<file path="src/rtl/match_pkg.sv">
// Shared types and width helpers for the Match-path blocks.
package match_pkg;

   function automatic int clog2(input int v);
      int r;
      r = 0;
      for (int i = 0; i < 32; i++) begin
         if ((1 << r) < v) r = r + 1;
      end
      return r;
   endfunction

   // Sum of WIN squares of PIX_W-bit values never exceeds this width.
   function automatic int acc_width(input int pix_w, input int win);
      return 2 * pix_w + clog2(win);
   endfunction

   typedef enum logic {
      IDLE  = 1'b0,
      ACCUM = 1'b1
   } acc_state_t;

endpackage

</file>
<file path="src/rtl/sq_unit.sv">
// Combinational PIX_W x PIX_W squarer; kept separate so it can be re-mapped.
module sq_unit #(
   parameter int PIX_W = 8
) (
   input  logic [PIX_W-1:0]   i_pix,
   output logic [2*PIX_W-1:0] o_sq
);

   logic [2*PIX_W-1:0] w_ext;

   assign w_ext = {{PIX_W{1'b0}}, i_pix};
   assign o_sq  = w_ext * w_ext;

endmodule

</file>
<file path="src/rtl/sq_energy_acc.sv">
// Streaming sum-of-squares over windows of WIN pixels, one radical per window
// held in a single-entry output register with valid/ready.
//
//   state | meaning
//   IDLE  | no partial window, acc=0 cnt=0
//   ACCUM | partial window held in acc/cnt
module sq_energy_acc
   import match_pkg::*;
#(
   parameter int PIX_W = 8,
   parameter int WIN   = 16,
   parameter int CNT_W = clog2(WIN + 1),
   parameter int ACC_W = acc_width(PIX_W, WIN)
) (
   input  logic             clk,
   input  logic             aclr,
   input  logic             i_in_valid,
   output logic             o_in_ready,
   input  logic [PIX_W-1:0] i_in_pix,
   input  logic             i_in_sof,
   input  logic             i_in_last,
   output logic             o_out_valid,
   input  logic             i_out_ready,
   output logic [ACC_W-1:0] o_out_radical,
   output logic [CNT_W-1:0] o_out_count,
   output logic             o_flush_err
);

   acc_state_t         r_state;
   acc_state_t         w_state_nxt;
   logic [ACC_W-1:0]   r_acc;
   logic [ACC_W-1:0]   w_acc_nxt;
   logic [CNT_W-1:0]   r_cnt;
   logic [CNT_W-1:0]   w_cnt_nxt;
   logic               r_rdy_en;
   logic               r_out_valid;
   logic [ACC_W-1:0]   r_out_radical;
   logic [CNT_W-1:0]   r_out_count;
   logic               r_flush_err;

   logic [2*PIX_W-1:0] w_sq;
   logic [ACC_W-1:0]   w_base_acc;
   logic [CNT_W-1:0]   w_base_cnt;
   logic [ACC_W-1:0]   w_sum;
   logic [CNT_W-1:0]   w_cnt_inc;
   logic               w_accept;
   logic               w_close;
   logic               w_wr;
   logic               w_flush;

   sq_unit #(.PIX_W(PIX_W)) u_sq (
      .i_pix (i_in_pix),
      .o_sq  (w_sq)
   );

   // r_rdy_en keeps in_ready low until the first clock after aclr release.
   assign o_in_ready = r_rdy_en && (!r_out_valid || i_out_ready);
   assign w_accept   = i_in_valid && o_in_ready;

   assign w_base_acc = i_in_sof ? '0 : r_acc;
   assign w_base_cnt = i_in_sof ? '0 : r_cnt;
   assign w_sum      = w_base_acc + ACC_W'(w_sq);
   assign w_cnt_inc  = w_base_cnt + CNT_W'(1);
   assign w_close    = i_in_last || (w_cnt_inc == CNT_W'(WIN));
   assign w_flush    = w_accept && i_in_sof && (r_state == ACCUM) && (r_cnt != '0);

   always_ff @(posedge clk or posedge aclr) begin
      if (aclr) begin
         r_state <= IDLE;
         r_acc   <= '0;
         r_cnt   <= '0;
      end else begin
         r_state <= w_state_nxt;
         r_acc   <= w_acc_nxt;
         r_cnt   <= w_cnt_nxt;
      end
   end

   always_comb begin
      w_state_nxt = r_state;
      w_acc_nxt   = r_acc;
      w_cnt_nxt   = r_cnt;
      w_wr        = 1'b0;
      if (w_accept) begin
         if (w_close) begin
            w_wr        = 1'b1;
            w_state_nxt = IDLE;
            w_acc_nxt   = '0;
            w_cnt_nxt   = '0;
         end else begin
            w_state_nxt = ACCUM;
            w_acc_nxt   = w_sum;
            w_cnt_nxt   = w_cnt_inc;
         end
      end
   end

   // Output register: a new write wins over the consumer taking the old value.
   always_ff @(posedge clk or posedge aclr) begin
      if (aclr) begin
         r_rdy_en      <= 1'b0;
         r_out_valid   <= 1'b0;
         r_out_radical <= '0;
         r_out_count   <= '0;
         r_flush_err   <= 1'b0;
      end else begin
         r_rdy_en    <= 1'b1;
         r_flush_err <= w_flush;
         if (w_wr) begin
            r_out_valid   <= 1'b1;
            r_out_radical <= w_sum;
            r_out_count   <= w_cnt_inc;
         end else if (i_out_ready) begin
            r_out_valid <= 1'b0;
         end
      end
   end

   assign o_out_valid   = r_out_valid;
   assign o_out_radical = r_out_radical;
   assign o_out_count   = r_out_count;
   assign o_flush_err   = r_flush_err;

endmodule

</file>
<file path="config.mk">
export PLATFORM = sky130hd
export DESIGN_NAME = sq_energy_acc
export DESIGN_NICKNAME = d
export VERILOG_FILES = /design/src/rtl/match_pkg.sv /design/src/rtl/sq_unit.sv /design/src/rtl/sq_energy_acc.sv
export SDC_FILE = /design/constraint.sdc
export NUM_CORES = 1
export LEC_CHECK = 0
export BUFFER_PORTS_ARGS = -buffer_cell sky130_fd_sc_hd__buf_2
export CORE_MARGIN = 1
export CORE_UTILIZATION = 25
export DETAILED_ROUTE_END_ITERATION = 8
export GPL_TIMING_DRIVEN = 0
export PLACE_DENSITY = 0.52
export SLEW_MARGIN = 10
export SYNTH_ARGS = -nofsm -noshare
export SYNTH_HDL_FRONTEND = slang
export SYNTH_SLANG_ARGS = --single-unit
</file>
<file path="constraint.sdc">
create_clock -name clk -period 5.3 [get_ports clk]
set_clock_uncertainty 0.15 [all_clocks]
set_input_delay 0.53 -clock clk [delete_from_list [all_inputs] [get_ports clk]]
set_output_delay 0.53 -clock clk [all_outputs]
set_load 0.02 [all_outputs]
</file>
==> results.json <==
{
  "worstReg2RegEnd": "r_acc[18]",
  "min_period_ns": 5.06,
  "hold_viol_final": 0,
  "ios": 42,
  "fp-row-count": 49,
  "final_layout_size_suffix_gt1_share_pct": 12.7,
  "hp-class": "in -> async",
  "layout_commonest_cell": "nand2_1",
  "cts_buffers": 5,
  "nets": 646,
  "cts_tree": "yes",
  "place.gp.congestion": 0.825,
  "endpoint_kind": "flop",
  "cp.arrival_ns": 5.07,
  "vias": 3531,
  "cap_violations": 0,
  "ys_ff_latch": 54,
  "core_um2": 18200,
  "cts_root_buf": "clkbuf_16",
  "cp_slowest_cell": "fa_1",
  "max_stage_delay_ns": 0.53,
  "rsz0062_at_grt": "no",
  "drc": 2,
  "drt-initial-drc-count": 168,
  "dp_slack_ns": -0.509,
  "finalSetupViolations": 0,
  "hpwl_um": 8910,
  "layout_setup_ws_ns": 0.237,
  "fp.dieW_um": 139,
  "synth_area_um2": 4710,
  "viasPerCell": 4.53,
  "period_share_pct": 95.5,
  "reg2reg_from": "r_acc[4]",
  "max_freq_mhz": 198,
  "most-common-layout-cells": "nand2_1 (76), inv_1 (67), dfrtp_1 (54)",
  "outcome": "finished, violations left",
  "start_util_pct": 25.9,
  "path_buf_inv": 6,
  "grt_pass1_vias": 3842,
  "die_h_um": 139,
  "io_buffers": 39,
  "grt_pass1_wl_um": 19100,
  "syn_area_per_cell_um2": 9.36,
  "layout-area-overhead-vs-synth_pct": 13.8,
  "p_leak_nw": 2.68,
  "violations": "DRC",
  "track_usage_pct": 12.2,
  "clock_latency_ns": 0.29,
  "tightestPinTransition_ns": 0.570,
  "crit_family": "adder cells",
  "routedWlPerCell_um": 14.1,
  "ff2ff_path_depth": 16,
  "final_antenna_net_count": 0,
  "criticalPathCategory": "in -> reg",
  "cp_cell_sequence": "buf_2 > buf_4 > clkbuf_2 > nand2b_1 > fa_1 > inv_1 > fa_1 > ha_1 > inv_1 > fa_1 > inv_1 > ha_1 > o211ai_1 > o21ai_1 > o221a_2 > or4_1 > o311ai_1 > o21ai_0",
  "synthesis.nets": 600,
  "finalMaxSlewViolations": 0,
  "timing.slew.headroom_pct": 62.0,
  "crit_fanout": 10,
  "gr-total-overflow": 0,
  "start_kind": "input port",
  "synth_cell_type_count": 49,
  "yosysWarnings": 0,
  "final_core_util_pct": 29.4,
  "grt_max_degree": 37,
  "antenna_found_initial": 0,
  "n_antenna_cell": 0,
  "wirelength_um": 11000,
  "synthCells": 503,
  "ir_worst_vdd_uv": 181,
  "cts_buffer_depth": 2,
  "drtPass1Iterations": 6,
  "ys_seq_area_share_pct": 28.7,
  "r2r_setup_slack_ns": 0.58,
  "p_per_area_nw_per_um2": 445,
  "cp.required_ns": 5.30,
  "postCtsHoldBufs": 0,
  "synthFlopType": "dfrtp_1",
  "synth-edff-count": 0,
  "synthArstFlopShare_pct": 100,
  "htreeDepth": 2,
  "clkTransAtPathRegs_ns": 0.07,
  "die_area_um2": 19400,
  "cts_sinks": 54
}
-- cell usage after synthesis (2+ instances only) --
cell	n	share of area [%]
nand2_1	76	6.1
inv_1	68	5.4
dfrtp_1	54	29
ha_1	46	12
o21ai_0	39	4.1
fa_1	37	16
nor2b_1	26	3.5
and2_1	17	2.3
a21oi_1	16	1.7
xnor2_1	16	3.0
clkbuf_1	14	1.1
nor2_1	11	0.88
mux2_1	7	1.7
mux2_4	6	1.9
a211oi_1	5	0.80
nand2b_1	5	0.66
nand3_1	5	0.53
o211ai_1	5	0.80
xor2_1	5	0.93
o21ai_1	4	0.43
a21o_1	3	0.48
nand4_1	3	0.40
o31ai_1	3	0.48
a22o_1	2	0.37
a31oi_1	2	0.27
and4_1	2	0.37
buf_6	2	0.48
mux2i_1	2	0.43
or4_1	2	0.32
-- state kept, by name, summed over array words and instances, names as in the netlist --
| name | flops |
|---|---|
| o_flush_err | 1 |
| o_out_count | 5 |
| r_rdy_en | 1 |
| o_out_valid | 1 |
| o_out_radical | 20 |
| r_state | 1 |
| r_acc | 20 |
| r_cnt | 5 |
-- layout make-up --
cell class | instances | area, um^2
fillers | 1912 | 12800
multi-input cells | 363 | 3010
flip-flops and latches | 54 | 1350
well taps | 229 | 287
inverters | 68 | 255
repair buffers | 40 | 215
clock buffers | 5 | 125
plain buffers | 17 | 91.3
clock inverters | 3 | 21.3
-- metrics by stage --
step	instances	TNS (ns)	hold WS, ns	area [um^2]	total power (W)
6_report	779	0	0.0810	5360	0.00239
4_1_cts	780	0	0.0921	5360	0.00241
2_1_floorplan	503	0	0.292	4710	0.00166
3_3_place_gp	771	-3.31	0.306	5190	0.00203
5_1_grt	779	0	0.105	5360	0.00264
3_5_place_dp	772	-3.39	0.313	5210	0.00206
-- report_power, final --
group	internal [W]	switching (W)	total [W]
logic	0.000569	0.000897	0.00147
clock network	0.000176	0.000155	0.000331
registers	0.000523	0.0000653	0.000589
total	0.00127	0.00112	0.00239
-- cell families (layout without fill, tap and decap cells) --
logic type	Yosys count	after routing	synth area share [%]
other	1	1	0.0796
buffers and inverters	86	133	7.28
XOR/XNOR	21	21	3.91
flip-flops	54	54	28.7
multiplexers	17	17	4.73
adder cells (fa/ha/maj)	83	83	28.0
AO/OA/AOI/OAI	88	88	11.5
AND/OR/NAND/NOR	153	153	15.8
-- how the worst max path moves through the flow --
stage	end	cells after the start	start
floorplan	r_acc[18]	16	i_in_pix[2]
detailed placement	r_acc[18]	17	i_in_sof
global route	r_acc[18]	18	i_in_sof
finish	r_acc[18]	18	i_in_sof
global placement	r_acc[18]	17	i_in_sof
CTS	r_acc[18]	17	i_in_sof
-- what timing repair did --
| item | in CTS | in global routing |
|---|---|---|
| gates resized for setup | 2 | 7 |
| buffers inserted | 0 | 0 |
| setup endpoints to repair | 2 | 9 |
-- routing by layer --
layer | global-route usage, % | vias to the layer above | part of all wire, %
li1 | - | 1719 | -
met1 | 17.0 | 1747 | 49
met2 | 20.4 | 55 | 47
met3 | 1.31 | 10 | 2.8
met4 | 2.16 | 0 | 0.96
met5 | 0 | - | 0
(Power assumes the default switching activity.)
